--- src/rtl/hexa_link_pkg.sv ---
// Shared definitions for the link drain: state encoding, tail position and clog2.
package hexa_link_pkg;

    localparam int LINK_DWIDTH = 32;
    localparam int TAIL_BIT    = LINK_DWIDTH - 1;

    typedef enum logic {
        ST_IDLE = 1'b0,
        ST_PKT  = 1'b1
    } link_state_e;

    // Number of bits needed to count 0..value-1.
    function automatic int clog2(input int value);
        int result;
        result = 0;
        for (int v = value - 1; v > 0; v = v >> 1) begin
            result++;
        end
        return result;
    endfunction

    // Tail marker sits in the MSB of a flit of the given width.
    function automatic int tail_pos(input int dwidth);
        return dwidth - 1;
    endfunction

endpackage

--- src/rtl/up_down_counter.sv ---
// Saturating up/down counter used for the FIFO occupancy mirror and the credit pool.
module up_down_counter #(
    parameter int WIDTH     = 5,
    parameter int MAX       = 16,
    parameter int RESET_VAL = 0
) (
    input  logic             clk,
    input  logic             rst_n,
    input  logic             inc,
    input  logic             dec,
    input  logic             inc_qualify_not_full,
    output logic [WIDTH-1:0] count,
    output logic             at_max,
    output logic             at_zero,
    output logic             overflow
);

    localparam logic [WIDTH-1:0] MAX_V   = WIDTH'(MAX);
    localparam logic [WIDTH-1:0] RESET_V = WIDTH'(RESET_VAL);
    localparam logic [WIDTH-1:0] ONE_V   = WIDTH'(1);

    logic [WIDTH-1:0] count_q;
    logic [WIDTH-1:0] count_d;
    logic             inc_eff;

    assign at_max   = (count_q == MAX_V);
    assign at_zero  = (count_q == '0);
    assign inc_eff  = inc && !(inc_qualify_not_full && at_max);
    assign overflow = inc_eff && !dec && at_max;
    assign count    = count_q;

    // Net change: +1, -1 or hold; a simultaneous inc/dec cancels, and the ends saturate.
    always_comb begin
        count_d = count_q;
        if (inc_eff && !dec && !at_max) begin
            count_d = count_q + ONE_V;
        end else if (dec && !inc_eff && !at_zero) begin
            count_d = count_q - ONE_V;
        end
    end

    // Count register.
    always_ff @(posedge clk or negedge rst_n) begin
        if (!rst_n) begin
            count_q <= RESET_V;
        end else begin
            count_q <= count_d;
        end
    end

endmodule

--- src/rtl/fifo_link_drain.sv ---
// Drains the local FIFO onto a credit-flow-controlled link and tracks packet framing.
module fifo_link_drain
    import hexa_link_pkg::*;
#(
    parameter int DWIDTH  = 32,
    parameter int FDEPTH  = 16,
    parameter int CREDITS = 16
) (
    input  logic              clk,
    input  logic              rst,
    input  logic              fifo_wr_strobe,
    input  logic [DWIDTH-1:0] fifo_rd_data,
    output logic              fifo_rd_strobe,
    input  logic              credit_in,
    output logic              link_valid,
    output logic [DWIDTH-1:0] link_data,
    output logic              pkt_busy,
    output logic              credit_err
);

    localparam int OCC_W  = clog2(FDEPTH + 1);
    localparam int CRED_W = clog2(CREDITS + 1);
    localparam int TAIL   = tail_pos(DWIDTH);

    logic [OCC_W-1:0]  occ;
    logic [CRED_W-1:0] cred;
    logic              occ_at_max, occ_at_zero, occ_overflow;
    logic              cred_at_max, cred_at_zero, cred_overflow;
    logic              send;
    logic              unused_sigs;

    logic              link_valid_q, link_valid_d;
    logic [DWIDTH-1:0] link_data_q, link_data_d;
    logic              pkt_busy_q;
    logic              credit_err_q, credit_err_d;
    link_state_e       state_q, state_d;

    // Occupancy mirror: writes at full are dropped exactly as the FIFO drops them.
    up_down_counter #(
        .WIDTH     (OCC_W),
        .MAX       (FDEPTH),
        .RESET_VAL (0)
    ) u_occ (
        .clk                  (clk),
        .rst_n                (rst),
        .inc                  (fifo_wr_strobe),
        .dec                  (send),
        .inc_qualify_not_full (1'b1),
        .count                (occ),
        .at_max               (occ_at_max),
        .at_zero              (occ_at_zero),
        .overflow             (occ_overflow)
    );

    // Credit pool: a credit at the ceiling saturates and raises overflow.
    up_down_counter #(
        .WIDTH     (CRED_W),
        .MAX       (CREDITS),
        .RESET_VAL (CREDITS)
    ) u_cred (
        .clk                  (clk),
        .rst_n                (rst),
        .inc                  (credit_in),
        .dec                  (send),
        .inc_qualify_not_full (1'b0),
        .count                (cred),
        .at_max               (cred_at_max),
        .at_zero              (cred_at_zero),
        .overflow             (cred_overflow)
    );

    assign send           = !occ_at_zero && !cred_at_zero;
    assign fifo_rd_strobe = send;
    assign unused_sigs    = ^{occ, cred, occ_at_max, occ_overflow, cred_at_max};

    assign link_valid = link_valid_q;
    assign link_data  = link_data_q;
    assign pkt_busy   = pkt_busy_q;
    assign credit_err = credit_err_q;

    // Next-state for the output stage, the framing FSM and the sticky credit error.
    always_comb begin
        link_valid_d = send;
        link_data_d  = link_data_q;
        state_d      = state_q;
        credit_err_d = credit_err_q | cred_overflow;
        if (send) begin
            link_data_d = fifo_rd_data;
            state_d     = fifo_rd_data[TAIL] ? ST_IDLE : ST_PKT;
        end
    end

    // Output registers and framing FSM; pkt_busy is registered from the next state.
    always_ff @(posedge clk or negedge rst) begin
        if (!rst) begin
            link_valid_q <= 1'b0;
            link_data_q  <= '0;
            state_q      <= ST_IDLE;
            pkt_busy_q   <= 1'b0;
            credit_err_q <= 1'b0;
        end else begin
            link_valid_q <= link_valid_d;
            link_data_q  <= link_data_d;
            state_q      <= state_d;
            pkt_busy_q   <= (state_d == ST_PKT);
            credit_err_q <= credit_err_d;
        end
    end

endmodule

--- config.mk ---
export PLATFORM = sky130hd
export DESIGN_NAME = fifo_link_drain
export DESIGN_NICKNAME = d
export VERILOG_FILES = /design/src/rtl/hexa_link_pkg.sv /design/src/rtl/up_down_counter.sv /design/src/rtl/fifo_link_drain.sv
export SDC_FILE = /design/constraint.sdc
export NUM_CORES = 1
export LEC_CHECK = 0
export ABC_AREA = 1
export BUFFER_PORTS_ARGS = -buffer_cell sky130_fd_sc_hd__buf_2
export CAP_MARGIN = 5
export CELL_PAD_IN_SITES_DETAIL_PLACEMENT = 0
export CELL_PAD_IN_SITES_GLOBAL_PLACEMENT = 1
export CORE_ASPECT_RATIO = 1.4
export CORE_MARGIN = 4
export CORE_UTILIZATION = 25
export DETAILED_ROUTE_END_ITERATION = 12
export GPL_TIMING_DRIVEN = 0
export PLACE_DENSITY = 0.61
export SYNTH_ARGS = -nofsm -noshare
export SYNTH_HDL_FRONTEND = slang
export SYNTH_HIERARCHICAL = 1
export SYNTH_SLANG_ARGS = --single-unit
--- constraint.sdc ---
create_clock -name clk -period 5.6 [get_ports clk]
set_input_delay 1.12 -clock clk [delete_from_list [all_inputs] [get_ports clk]]
set_output_delay 1.12 -clock clk [all_outputs]
set_load 0.01 [all_outputs]
* Word level (Yosys, flattened, before mapping)
Index checks and enable logic that the tools add are counted.
** Word-level totals
- Flip-flop bits (word level) :: 45
- Logic and storage cells :: 40
** Operators by class
- Bitwise logic cells :: 1
- Equal/unequal tests :: 2
- $add $sub $neg :: 4
- Muxes and demuxes :: 5
- Reduce and logical (&&, ||, !) cells :: 22
** Operator list (count)
- 5-bit 2-to-1 mux :: 4
- 1-bit logical AND :: 11
- 5-bit by 1-bit adder with 5-bit output, second input constant :: 2
- 5-bit equality test, second input constant :: 2
- 5-bit zero test :: 2
- 5-bit by 1-bit subtractor with 5-bit output, second input constant :: 2
- 1-bit zero test :: 7
- 2-bit nonzero test :: 2
- 1-bit 2-to-1 mux :: 1
- 1-bit bitwise OR :: 1

* Logic depth before layout (Yosys ltp)
- Depth after elaboration :: 8
- Gate-level depth with buffers :: 16

* Hierarchy
Netlist, hierarchy kept.
** By module, submodules not included
- fifo_link_drain :: cells an instance 148, instances 1, area an instance 1370.1 µm², sequential area each 875.8 µm²
- up_down_counter (u_cred) :: cells an instance 51, instances 1, area an instance 402.9 µm², sequential area each 126.4 µm²
- up_down_counter (u_occ) :: cells an instance 51, instances 1, area an instance 401.6 µm², sequential area each 125.1 µm²

* Worst setup path before layout
OpenSTA, ideal clock, no wires.
- Path kind :: register to register
- Start point :: register u_cred.count_q[1] (netlist: u_cred/count[1])
- End point :: register u_occ.count_q[4] (netlist: u_occ/count[4])
- Stages on the path, launching flop included :: 17
- Arrival time :: 2420 ps
- Clock period less this slack :: 2536 ps
- Path buffers :: 1
- Data required time :: 5483 ps
- Path slack :: 3064 ps
- Cells stage by stage :: dfrtp_1 -> nor2_1 -> nand3_1 -> inv_1 -> nor2_4 -> buf_4 -> inv_1 -> nand4_2 -> fa_1 -> nand2_1 -> nand2_1 -> a21oi_1 -> nand3_1 -> nand2_1 -> nand2_1 -> nand2_1 -> nand2_1
** Between the ends
- Cells in the longest elaborated chain, start to end :: 7
- Elaborated cells between the ends (all ways) :: 10
- Those cells by class :: 1 x mux; 9 x reduce/logical
** RTL lines
- from (decl) :: RTL line up_down_counter.sv:22 : logic [WIDTH-1:0] count_q;
- from (signal assigned) :: RTL line up_down_counter.sv:47 : count_q <= count_d;
- 5-bit zero test * :: RTL line up_down_counter.sv:27 : assign at_zero = (count_q == '0);
- named net cred_at_zero :: RTL line fifo_link_drain.sv:28 : logic cred_at_max, cred_at_zero, cred_overflow;
- 1-bit zero test * :: RTL line fifo_link_drain.sv:72 : assign send = !occ_at_zero && !cred_at_zero;
- 1-bit logical AND * :: RTL line fifo_link_drain.sv:72
- named net fifo_rd_strobe :: RTL line fifo_link_drain.sv:13 : output logic fifo_rd_strobe,
- 1-bit zero test :: RTL line up_down_counter.sv:35 : if (inc_eff && !dec && !at_max) begin
- 1-bit logical AND
- 1-bit logical AND :: RTL line up_down_counter.sv:35
- 5-bit 2-to-1 mux / 2-bit nonzero test (equally long branches)
- to (signal assigned) :: RTL line up_down_counter.sv:47
- to (decl) :: RTL line up_down_counter.sv:22
Mark *: on every way through the listed nets, which the timed path passes. The rest lies on a longest branch.
A chain may end at the register's enable or synchronous reset.

* Final worst setup path
- Start point :: register u_occ.count_q[1] (netlist: u_occ/count[1])
- End point :: register u_occ.count_q[4] (netlist: u_occ/count[4])
** Between the ends
- Cells in the longest elaborated chain, start to end :: 7
- Elaborated cells between the ends (all ways) :: 17
- Those cells by class :: 2 x add/sub; 1 x eq/ne; 2 x mux; 12 x reduce/logical
** RTL lines
- 5-bit zero test * :: RTL line up_down_counter.sv:27
- named net occ_at_zero :: RTL line fifo_link_drain.sv:27 : logic occ_at_max, occ_at_zero, occ_overflow;
- 1-bit zero test * :: RTL line up_down_counter.sv:37, fifo_link_drain.sv:72
- 1-bit logical AND :: RTL line fifo_link_drain.sv:72
- 1-bit zero test :: RTL line up_down_counter.sv:35
- 1-bit logical AND
- 1-bit logical AND :: RTL line up_down_counter.sv:35
- 5-bit 2-to-1 mux / 2-bit nonzero test (equally long branches)
Mark *: on every way through the listed nets, which the timed path passes. The rest lies on a longest branch. The select of a mux whose other input is x is not followed.

==> flow_metrics.env <==
export IMPL_final_cell_count_no_fill=428
export IMPL_drt_iter0_drc=48
export IMPL_clkTransAtPathRegs_ns=0.07
export IMPL_placedCellCount=420
export IMPL_die_w_um=86.62
export IMPL_ioPinCount=72
export IMPL_crit_chain="nor2_1 -> nand3_1 -> inv_1 -> nor2_4 -> buf_4 -> inv_1 -> nand4_2 -> fa_1 -> nand2_1 -> nand2_1 -> a21oi_1 -> nand3_1 -> nand2_1 -> nand2_1 -> nand2_1 -> nand2_1"
export IMPL_max_stage_delay_ns=0.48
export IMPL_cts_root_buf="clkbuf_16"
export IMPL_fin_setup_tns_ns=0
export IMPL_hold_buffers=0
export IMPL_crit_arrival_ns=3.09
export IMPL_finClkSkew_ns=0.008566
export IMPL_setup_violations=0
export IMPL_final_period_utilization_pct=52.04
export IMPL_worstSkewPairLatency_ns=0.28
export IMPL_rows=39
export IMPL_wl_per_cell_um=12.61
export IMPL_p_leak_nw=1.563
export IMPL_period_minus_slack_ns=2.914
export IMPL_max_freq_mhz=343.2
export IMPL_numCtsBuffers=5
export IMPL_totalWireLength_um=5398
export IMPL_synth_warnings=6
export IMPL_hp_class="reg -> reg"
export IMPL_final_hold_viol_count=0
export IMPL_seqCellArea_mm2=0.001127
export IMPL_postSynthAreaPerCell_um2=8.758
export IMPL_layout_nets=369
export IMPL_cts_tree="built"
export IMPL_synth_area_mm2=0.002163
export IMPL_vias=1848
export IMPL_crit_family="simple AND/OR/NAND/NOR gates"
export IMPL_cpMaxStageDelayCell="fa_1"
export IMPL_ir_drop_mv=0.1949
export IMPL_cts_resized=0
export IMPL_critPathBufInv=3
export IMPL_path_class="reg -> reg"
export IMPL_die_area_mm2=0.01023
export IMPL_rrSetupSlack_ns=2.69
export IMPL_die_h_um=118.1
export IMPL_outcome="complete, no violations"
export IMPL_grt_pass1_vias=1876
export IMPL_port_buffers=71
export IMPL_nFillCells=942
export IMPL_drv_slew=0
export IMPL_antenna_found_initial=0
export IMPL_diodes=0
export IMPL_worst_pin_slew_ns=1.036
export IMPL_area_delta_synth_final_pct=30.48
export IMPL_cts_setup_buffers=0
export IMPL_drive_above_1_share_pct=31.60
export IMPL_required_ns=5.78
export IMPL_grtUsageTotal_pct=10.74
export IMPL_cts_sinks=45
export IMPL_coreArea_mm2=0.008295
export IMPL_start_kind="flip-flop"
export IMPL_cap_violations=0
export IMPL_hpwl_um=3935
export IMPL_synth_nets=291
export IMPL_slew_headroom_pct=30.93
export IMPL_h_tree_depth=2
export IMPL_endpoint_kind="flip-flop"
export IMPL_worst_path_max_fanout=17
export IMPL_vias_per_cell=4.318
export IMPL_synth_cells=247
export IMPL_gp_congestion=0.6950
export IMPL_grt_overflow=0
export IMPL_multi_input_comb_area_um2=934.6
export IMPL_cp_common_cell="nand2_1"
export IMPL_grt_pass1_wl_um=8818
export IMPL_ctsLongestPathBuffers=2
export IMPL_rsz0062_at_grt="no"
export IMPL_start_util_pct=26.08
export IMPL_drc=0
export IMPL_grt_max_degree=46
export IMPL_ant_nets=0
export IMPL_powerDensity_mw_per_mm2=476.8
export IMPL_drt_first_pass_iters=4
-- worst reg2reg max path, delay by kind of cell (launching register included) --
kind | cells | cell delay [ns]
simple gates | 11 | 1.20
buf+inv | 3 | 0.53
fa+ha+maj | 1 | 0.48
flops | 1 | 0.43
compound gates | 1 | 0.16
-- cell type report --
| type | count | share of cell area [%] |
|---|---|---|
| multi-input combinational | 180 | 33.11 |
| tap | 102 | 4.521 |
| clock buffer | 6 | 4.920 |
| sequential | 45 | 39.94 |
| buffer | 9 | 1.862 |
| inverter | 13 | 1.729 |
| clock inverter | 2 | 1.330 |
| timing repair buffer | 71 | 12.59 |
-- state kept, by name, summed over array words and instances, names as in the netlist --
name / cells
pkt_busy: 1
link_valid: 1
u_occ/count: 5
credit_err: 1
u_cred/count: 5
link_data: 32
-- per-stage QoR --
step                setup WS [ns]  hold slack [ns]  instance area [um^2]  power (W)  util (%)
global placement            2.664           0.4484                  2646   0.001010     31.90
CTS                         2.647           0.4786                  2823   0.001379     34.03
floorplan                   3.064           0.4629                  2163  0.0008480         -
detailed placement          2.681           0.4592                  2646   0.001021     31.90
global route                2.417           0.4994                  2823   0.001460     34.03
finish                      2.686           0.4761                  2823   0.001346     34.03
-- cell usage in the layout (no fill, tap or decap) --
master       n
buf_4        3
clkbuf_2     3
or2_2        1
inv_1       13
bufinv_16    1
nor2_4       1
clkinvlp_4   1
o21ai_0     33
nand2_2      4
nor2_1       8
xor2_1       2
clkbuf_8     1
ha_1         6
nand2_1     87
clkbuf_16    5
a21oi_1      6
fa_1         2
xnor2_1      4
dfrtp_1     44
nand2_4      2
nand3_1     16
buf_2       74
nand4_2      4
conb_1       2
dfstp_2      1
nor2_2       2
-- path summary, 6_finish.rpt --
path | startpoint | cells after the start | end
worst min register to register | credit_err | 1 | credit_err
max in group asynchronous | rst | 1 | link_data[12]
worst max-delay path | u_occ/count[1] | 16 | u_occ/count[4]
worst min-delay path | credit_err | 1 | credit_err
worst max register to register | u_occ/count[1] | 16 | u_occ/count[4]
min in group asynchronous | rst | 1 | link_data[18]
-- power by group --
| part | internal [W] | leakage, nW | total (W) | switching (W) |
|---|---|---|---|---|
| logic | 0.000210 | 0.956 | 0.000495 | 0.000285 |
| registers | 0.000430 | 0.524 | 0.000505 | 0.0000743 |
| clock network | 0.000223 | 0.0831 | 0.000346 | 0.000123 |
| total | 0.000863 | 1.56 | 0.00135 | 0.000482 |
-- layer usage --
metal / vias up / global-route usage (%) / wire [um]
met1: 861 / 13.36 / 2324
met3: 2 / 2.591 / 267
met4: 0 / 2.924 / 43
met5: - / 0 / 0
li1: 946 / - / -
met2: 39 / 18.25 / 2763
Power figures use the tool's default switching activity.
